**src/rtl/nebula_pkg.sv**
```systemverilog
// Shared types for the nebula execute stage: data word, ALU/branch opcodes, FSM states.
package nebula;

  localparam int unsigned XLEN   = 32;
  localparam int unsigned REG_AW = 5;

  typedef logic [XLEN-1:0] word_t;

  typedef enum logic [3:0] {
    ALU_ADD,
    ALU_SUB,
    ALU_SLL,
    ALU_SLT,
    ALU_SLTU,
    ALU_XOR,
    ALU_SRL,
    ALU_SRA,
    ALU_OR,
    ALU_AND,
    ALU_PASS_B,
    ALU_MUL
  } alu_op_t;

  typedef enum logic [3:0] {
    BR_NONE,
    BR_BEQ,
    BR_BNE,
    BR_BLT,
    BR_BGE,
    BR_BLTU,
    BR_BGEU,
    BR_JAL,
    BR_JALR
  } branch_op_t;

  typedef enum logic [1:0] {
    EX_IDLE,
    EX_MUL,
    EX_DONE
  } ex_state_t;

  function automatic logic is_jump(branch_op_t op);
    return (op == BR_JAL) || (op == BR_JALR);
  endfunction

endpackage

```
**src/rtl/execute_alu.sv**
```systemverilog
// Combinational ALU and branch comparator for the execute stage.
module alu
  import nebula::*;
(
  input  alu_op_t    i_op,
  input  word_t      i_a,
  input  word_t      i_b,
  input  word_t      i_rs1,
  input  word_t      i_rs2,
  input  branch_op_t i_branch_op,
  output word_t      o_result,
  output logic       o_taken
);

  logic [4:0] w_shamt;
  assign w_shamt = i_b[4:0];

  always_comb begin
    o_result = '0;
    case (i_op)
      ALU_ADD:    o_result = i_a + i_b;
      ALU_SUB:    o_result = i_a - i_b;
      ALU_SLL:    o_result = i_a << w_shamt;
      ALU_SLT:    o_result = word_t'($signed(i_a) < $signed(i_b));
      ALU_SLTU:   o_result = word_t'(i_a < i_b);
      ALU_XOR:    o_result = i_a ^ i_b;
      ALU_SRL:    o_result = i_a >> w_shamt;
      ALU_SRA:    o_result = word_t'($signed(i_a) >>> w_shamt);
      ALU_OR:     o_result = i_a | i_b;
      ALU_AND:    o_result = i_a & i_b;
      ALU_PASS_B: o_result = i_b;
      default:    o_result = '0;
    endcase
  end

  // Branches compare the raw register operands regardless of operand selects.
  always_comb begin
    o_taken = 1'b0;
    case (i_branch_op)
      BR_BEQ:  o_taken = (i_rs1 == i_rs2);
      BR_BNE:  o_taken = (i_rs1 != i_rs2);
      BR_BLT:  o_taken = ($signed(i_rs1) < $signed(i_rs2));
      BR_BGE:  o_taken = ($signed(i_rs1) >= $signed(i_rs2));
      BR_BLTU: o_taken = (i_rs1 < i_rs2);
      BR_BGEU: o_taken = (i_rs1 >= i_rs2);
      BR_JAL:  o_taken = 1'b1;
      BR_JALR: o_taken = 1'b1;
      default: o_taken = 1'b0;
    endcase
  end

endmodule

```
**src/rtl/execute.sv**
```systemverilog
// Execute stage: single-cycle ALU/branch results plus an optional iterative multiplier
// (enabled by NEBULA_MUL_EN; otherwise MUL retires immediately as illegal).
module execute
  import nebula::*;
#(
  parameter int unsigned MUL_BITS_PER_CYCLE = 1
) (
  input  logic              clk_i,
  input  logic              rst_i,
  input  logic              flush_i,
  input  logic              valid_i,
  output logic              ready_o,
  input  word_t             pc_i,
  input  word_t             rs1_i,
  input  word_t             rs2_i,
  input  word_t             imm_i,
  input  alu_op_t           alu_op_i,
  input  branch_op_t        branch_op_i,
  input  logic              a_sel_pc_i,
  input  logic              b_sel_imm_i,
  input  logic [REG_AW-1:0] rd_addr_i,
  input  logic              rd_we_i,
  output logic              valid_o,
  input  logic              ready_i,
  output word_t             result_o,
  output logic [REG_AW-1:0] rd_addr_o,
  output logic              rd_we_o,
  output logic              illegal_o,
  output logic              redirect_o,
  output word_t             redirect_pc_o
);

  if (!(MUL_BITS_PER_CYCLE inside {32'd1, 32'd2, 32'd4, 32'd8})) begin : g_bad_mul_cfg
    $error("execute: MUL_BITS_PER_CYCLE must be 1, 2, 4 or 8");
  end

  ex_state_t         r_state;
  logic              r_valid;
  logic              r_redirect;
  logic              r_rd_we;
  logic              r_illegal;
  word_t             r_result;
  logic [REG_AW-1:0] r_rd_addr;
  word_t             r_redirect_pc;

  word_t w_op_a;
  word_t w_op_b;
  word_t w_alu_res;
  word_t w_target;
  logic  w_taken;
  logic  w_jump;
  logic  w_accept;
  logic  w_start_mul;
  logic  w_illegal;

  assign w_op_a = a_sel_pc_i  ? pc_i  : rs1_i;
  assign w_op_b = b_sel_imm_i ? imm_i : rs2_i;

  alu u_alu (
    .i_op        (alu_op_i),
    .i_a         (w_op_a),
    .i_b         (w_op_b),
    .i_rs1       (rs1_i),
    .i_rs2       (rs2_i),
    .i_branch_op (branch_op_i),
    .o_result    (w_alu_res),
    .o_taken     (w_taken)
  );

  assign w_jump   = is_jump(branch_op_i);
  assign w_target = (branch_op_i == BR_JALR) ? ((rs1_i + imm_i) & ~word_t'(1))
                                             : (pc_i + imm_i);

  assign ready_o  = !rst_i && (r_state == EX_IDLE) && (!r_valid || ready_i) && !flush_i;
  assign w_accept = valid_i && ready_o;

`ifdef NEBULA_MUL_EN
  localparam int unsigned MUL_STEPS = 32 / MUL_BITS_PER_CYCLE;
  localparam int unsigned CNT_W     = 6;

  logic [CNT_W-1:0]  r_mul_cnt;
  word_t             r_mul_a;
  word_t             r_mul_b;
  word_t             r_mul_acc;
  logic [REG_AW-1:0] r_mul_rd;
  logic              r_mul_we;
  word_t             w_mul_acc_nxt;

  assign w_start_mul = w_accept && (alu_op_i == ALU_MUL);
  assign w_illegal   = 1'b0;

  // Shift-and-add over MUL_BITS_PER_CYCLE multiplier bits per step.
  always_comb begin
    w_mul_acc_nxt = r_mul_acc;
    for (int i = 0; i < int'(MUL_BITS_PER_CYCLE); i++) begin
      if (r_mul_b[i]) w_mul_acc_nxt = w_mul_acc_nxt + (r_mul_a << i);
    end
  end
`else
  assign w_start_mul = 1'b0;
  assign w_illegal   = (alu_op_i == ALU_MUL);
`endif

  // Later assignments override earlier ones; flush is last so it wins over everything.
  always_ff @(posedge clk_i) begin
    if (rst_i) begin
      r_state       <= EX_IDLE;
      r_valid       <= 1'b0;
      r_redirect    <= 1'b0;
      r_rd_we       <= 1'b0;
      r_illegal     <= 1'b0;
      r_result      <= '0;
      r_rd_addr     <= '0;
      r_redirect_pc <= '0;
`ifdef NEBULA_MUL_EN
      r_mul_cnt     <= '0;
      r_mul_a       <= '0;
      r_mul_b       <= '0;
      r_mul_acc     <= '0;
      r_mul_rd      <= '0;
      r_mul_we      <= 1'b0;
`endif
    end else begin
      r_redirect <= 1'b0;
      if (ready_i) r_valid <= 1'b0;

      if (w_accept && !w_start_mul) begin
        r_valid       <= 1'b1;
        r_result      <= w_illegal ? '0 : (w_jump ? (pc_i + word_t'(4)) : w_alu_res);
        r_rd_addr     <= rd_addr_i;
        r_rd_we       <= rd_we_i && !w_illegal;
        r_illegal     <= w_illegal;
        r_redirect    <= w_taken && !w_illegal;
        r_redirect_pc <= w_target;
      end

`ifdef NEBULA_MUL_EN
      case (r_state)
        EX_IDLE: begin
          if (w_start_mul) begin
            r_mul_a   <= rs1_i;
            r_mul_b   <= rs2_i;
            r_mul_acc <= '0;
            r_mul_rd  <= rd_addr_i;
            r_mul_we  <= rd_we_i;
            r_mul_cnt <= CNT_W'(MUL_STEPS);
            r_state   <= EX_MUL;
          end
        end
        EX_MUL: begin
          r_mul_acc <= w_mul_acc_nxt;
          r_mul_a   <= r_mul_a << MUL_BITS_PER_CYCLE;
          r_mul_b   <= r_mul_b >> MUL_BITS_PER_CYCLE;
          r_mul_cnt <= r_mul_cnt - CNT_W'(1);
          if (r_mul_cnt == CNT_W'(1)) r_state <= EX_DONE;
        end
        EX_DONE: begin
          if (!r_valid || ready_i) begin
            r_valid   <= 1'b1;
            r_result  <= r_mul_acc;
            r_rd_addr <= r_mul_rd;
            r_rd_we   <= r_mul_we;
            r_illegal <= 1'b0;
            r_state   <= EX_IDLE;
          end
        end
        default: r_state <= EX_IDLE;
      endcase
`endif

      if (flush_i) begin
        r_valid    <= 1'b0;
        r_redirect <= 1'b0;
        r_state    <= EX_IDLE;
`ifdef NEBULA_MUL_EN
        r_mul_cnt  <= '0;
`endif
      end
    end
  end

  assign valid_o       = r_valid;
  assign redirect_o    = r_redirect;
  assign rd_we_o       = r_rd_we;
  assign illegal_o     = r_illegal;
  assign result_o      = r_result;
  assign rd_addr_o     = r_rd_addr;
  assign redirect_pc_o = r_redirect_pc;

endmodule

```
**config.mk**
```make
export PLATFORM = sky130hd
export DESIGN_NAME = execute
export DESIGN_NICKNAME = d
export VERILOG_FILES = /design/src/rtl/nebula_pkg.sv /design/src/rtl/execute_alu.sv /design/src/rtl/execute.sv
export SDC_FILE = /design/constraint.sdc
export NUM_CORES = 1
export LEC_CHECK = 0
export BUFFER_PORTS_ARGS = -buffer_cell sky130_fd_sc_hd__buf_2
export CAP_MARGIN = 10
export CELL_PAD_IN_SITES_DETAIL_PLACEMENT = 1
export CELL_PAD_IN_SITES_GLOBAL_PLACEMENT = 2
export CORE_MARGIN = 3
export CORE_UTILIZATION = 32
export DETAILED_ROUTE_END_ITERATION = 8
export PLACE_DENSITY_LB_ADDON = 0.05
export REMOVE_ABC_BUFFERS = 1
export SYNTH_ARGS = -nofsm -noshare
export SYNTH_HDL_FRONTEND = slang
export SYNTH_HIERARCHICAL = 1
export SYNTH_SLANG_ARGS = --single-unit
```
**constraint.sdc**
```tcl
create_clock -name clk_i -period 4 [get_ports clk_i]
set_clock_uncertainty 0.05 [all_clocks]
set_input_delay 0 -clock clk_i [delete_from_list [all_inputs] [get_ports clk_i]]
set_output_delay 0 -clock clk_i [all_outputs]
set_load 0.02 [all_outputs]
```
==> out/results.ini <==
[power]
power_uw = 5703
leakage_uw = 0.009805
powerDensity_nw_per_um2 = 260.2
vdd_drop_max_mv = 0.2378

[global_routing]
gr-total-overflow = 0
use_met3_pct = 4.523
grt_pass1_vias = 22040
grt_use_met2_pct = 55.55
grt_most_used_layer = met2
grt_usage_pct = 34.26
grt_max_degree = 56
grt_util_met1_pct = 45.95
antenna_found_initial = 0
grt_pass1_wl_um = 152100

[critical_path]
reg2reg_to = redirect_pc_o[29]$_SDFFE_PP0P_
crit_path_frequent_cell = buf_4
crit_path_top_delay_cell = mux2i_1
crit_buf_inv = 7
start_kind = primary input
worstSetupStartpoint = b_sel_imm_i
critPathKind = in2reg
crit_path_end_kind = flop
arrival_ns = 3.98
ff2ff_setup_slack_ns = 1.73
r2r-start = valid_o$_SDFFE_PP0P_
cp_max_fo = 22
cpLargestDelayFamily = buffers and inverters
critPathMaxStageDelay_ns = 0.59
crit_chain = buf_2 -> buf_12 -> mux2_4 -> buf_4 -> buf_4 -> buf_4 -> inv_2 -> ha_1 -> mux2i_1 -> a21oi_1 -> mux2i_1 -> buf_4 -> o21ai_1 -> a21oi_1 -> o2111a_1 -> a21oi_2 -> nor2_1 -> a21oi_1 -> a22oi_1 -> nor2_1
r2r_cells = 6
cp_data_required_time_ns = 4.18

[cts]
cts.sink_count = 73
postCtsHoldBufs = 8
htreeDepth = 3
clockRootBuffer = clkbuf_16
cts-resized-gates = 0
clockBufferDepth = 2
clkLatencyLatePin_ns = 0.36
clk_pin_slew_ns = 0.08
cts_tree = yes
numCtsBuffers = 9
post_cts_buffers = 0

[yosys]
synth_edf_count = 0
synth_cell_types = 121
syn_avg_cell_area_um2 = 7.253
ys_async_sr_fraction_pct = 0
synth-seq-cells = 73
synth_area_leaders = ha_1 13%, dfxtp_1 8.1%, a21oi_1 6.0%
yosys_warnings = 6
synthFlopType = dfxtp_1
netlist_instances = 2490
yosysSeqAreaShare_pct = 8.092
yosys.area.top_type_share_pct = 13.23
yosysTopAreaCell = ha_1
syn_area_um2 = 18060

[drt]
wirelength_um = 105600
ant_nets = 0
firstDrtPassIters = 5
drc = 0
wl_per_cell_um = 29.37
viasPerCell = 6.142
first_iter_violations = 1838
dr_total_vias = 22081

[final_layout]
fin_cells = 3595
area_delta_synth_final_pct = 21.36
drive_gt1_share_pct = 25.34
post-route-util_pct = 39.55
finalNetCount = 3184

[sta]
setup-violations-final = 0
timing_worst_slew_pin_value_ns = 1.084
rsz0062_at_grt = false
hold_violations = 0
min_period_ns = 3.798
post-route-period-util_pct = 94.96
relSlewSlack_pct = 27.64
fmax_mhz = 263.3
holdWs_ns = 0.06282
slew_viol_final = 0

[hold_path]
hp-start = pc_i[2]
min_to = result_o[2]$_SDFFE_PP0P_
holdPathStages = 4
hp-class = in2reg

[floorplan]
row_count = 86
fp.dieH_um = 243.6
floorplan.initialDensity_pct = 32.59
die_w_um = 243.6
ios = 223
core_area_um2 = 55420
die_area_um2 = 59320

[run_status]
outcome = complete, no violations

[flow_run]
drv_cap = 0

[placed_design]
dp.cells = 3569
port_buffers = 222
detailed_place_hpwl_um = 87110
gp_congestion = 1.010

## tightest hold or removal path: cells and delay by family
family                 cells  cell delay [ns]
AO/OA/AOI/OAI              2             0.21
buffers and inverters      1             0.16
AND/OR/NAND/NOR            1             0.08
## area by class of cell
type	instances	area (um^2)
multi-input cells	2094	15180
repair buffers	508	3428
inverters	154	580.6
well taps	748	935.9
flip-flops and latches	73	1461
diodes	2	5.005
fillers	7017	33500
clock inverters	7	101.3
clock buffers	9	225.2
## how the worst max path moves through the flow
stage / to / slack [ns] / cells after the start
floorplan: result_o[30]$_SDFFE_PP0P_ / -0.32 / 14
finish: result_o[30]$_SDFFE_PP0P_ / 0.20 / 20
global placement: result_o[0]$_SDFFE_PP0P_ / -0.06 / 18
detailed placement: result_o[30]$_SDFFE_PP0P_ / -0.13 / 20
global route: result_o[30]$_SDFFE_PP0P_ / 0.11 / 20
CTS: result_o[30]$_SDFFE_PP0P_ / 0.26 / 20
## metal layers
layer	vias to the layer above	wire length (um)
li1	9972	-
met1	11131	46920
met2	808	47260
met3	170	6589
met4	0	4826
met5	-	0
## state kept, by name (all words and copies together) (netlist names)
name / flops
redirect_o: 1
result_o: 32
rd_addr_o: 5
redirect_pc_o: 32
valid_o: 1
illegal_o: 1
rd_we_o: 1
## cell usage in the layout, fill, tap and decap left out, types with 11 or more instances in the layout
master	count
nor4_1	18
a211oi_1	34
o21a_1	11
o21ai_0	116
a221oi_1	26
inv_1	143
a21oi_1	218
ha_1	191
and2_1	14
or3_1	15
a21o_1	64
o21bai_1	27
o31ai_1	17
o21ai_1	29
o221ai_1	17
a22oi_1	42
a31oi_1	31
mux4_2	29
dfxtp_1	73
mux2_2	86
nor2b_1	19
buf_4	266
a221o_1	12
o22ai_1	23
buf_2	222
nand2_1	224
mux2i_1	64
nand2b_1	19
xnor2_1	52
nor3_1	57
buf_12	12
nor2_1	259
xor2_1	31
o211ai_1	31
nand4_1	30
nand3_1	56
o2111ai_1	18
and3_1	13
## cell families (layout without fill, tap and decap cells)
kind of cell,count (synthesis),after routing,synth area share (%)
buffers and inverters,323,678,8.217
muxes,185,185,12.90
other,0,2,0
xor gates and xnor gates,83,83,4.025
and+or+nand+nor,774,774,20.05
DFF,73,73,8.092
adders and majority gates,195,195,13.68
AOI/OAI and AO/OA,857,857,33.04
## power by group
part           total (uW)  internal (uW)  switching (uW)
Sequential            786            764            22.2
Combinational        3940           1510            2420
Clock                 978            555             423
## stage by stage
step	worst slack [ns]	area (um^2)	setup TNS [ns]
after floorplan	-0.3225	17160	-2.345
after global placement	-0.05964	21510	-0.05964
after detailed placement	-0.1335	21510	-0.3119
after CTS	0.2615	21910	0
after global routing	0.1093	21910	0
final	0.2017	21920	0
## Yosys cell counts (all sizes together) (18+ instances only)
cell and instances:
nand4 31, o2111ai 18, a21oi 225, a221oi 28
a211oi 38, o21bai 28, nand2b 19, dfxtp 73
o22ai 23, nand2 226, o211ai 31, clkbuf 98
nor2 259, buf 71, nor2b 20, nand3 57
o21ai 148, mux4 29, a21o 67, o31ai 19
a22oi 42, nor4 22, mux2i 64, nor3 59
mux2 92, xnor2 52, ha 191, inv 153
xor2 31, a31oi 32
(Power assumes the default switching activity.)
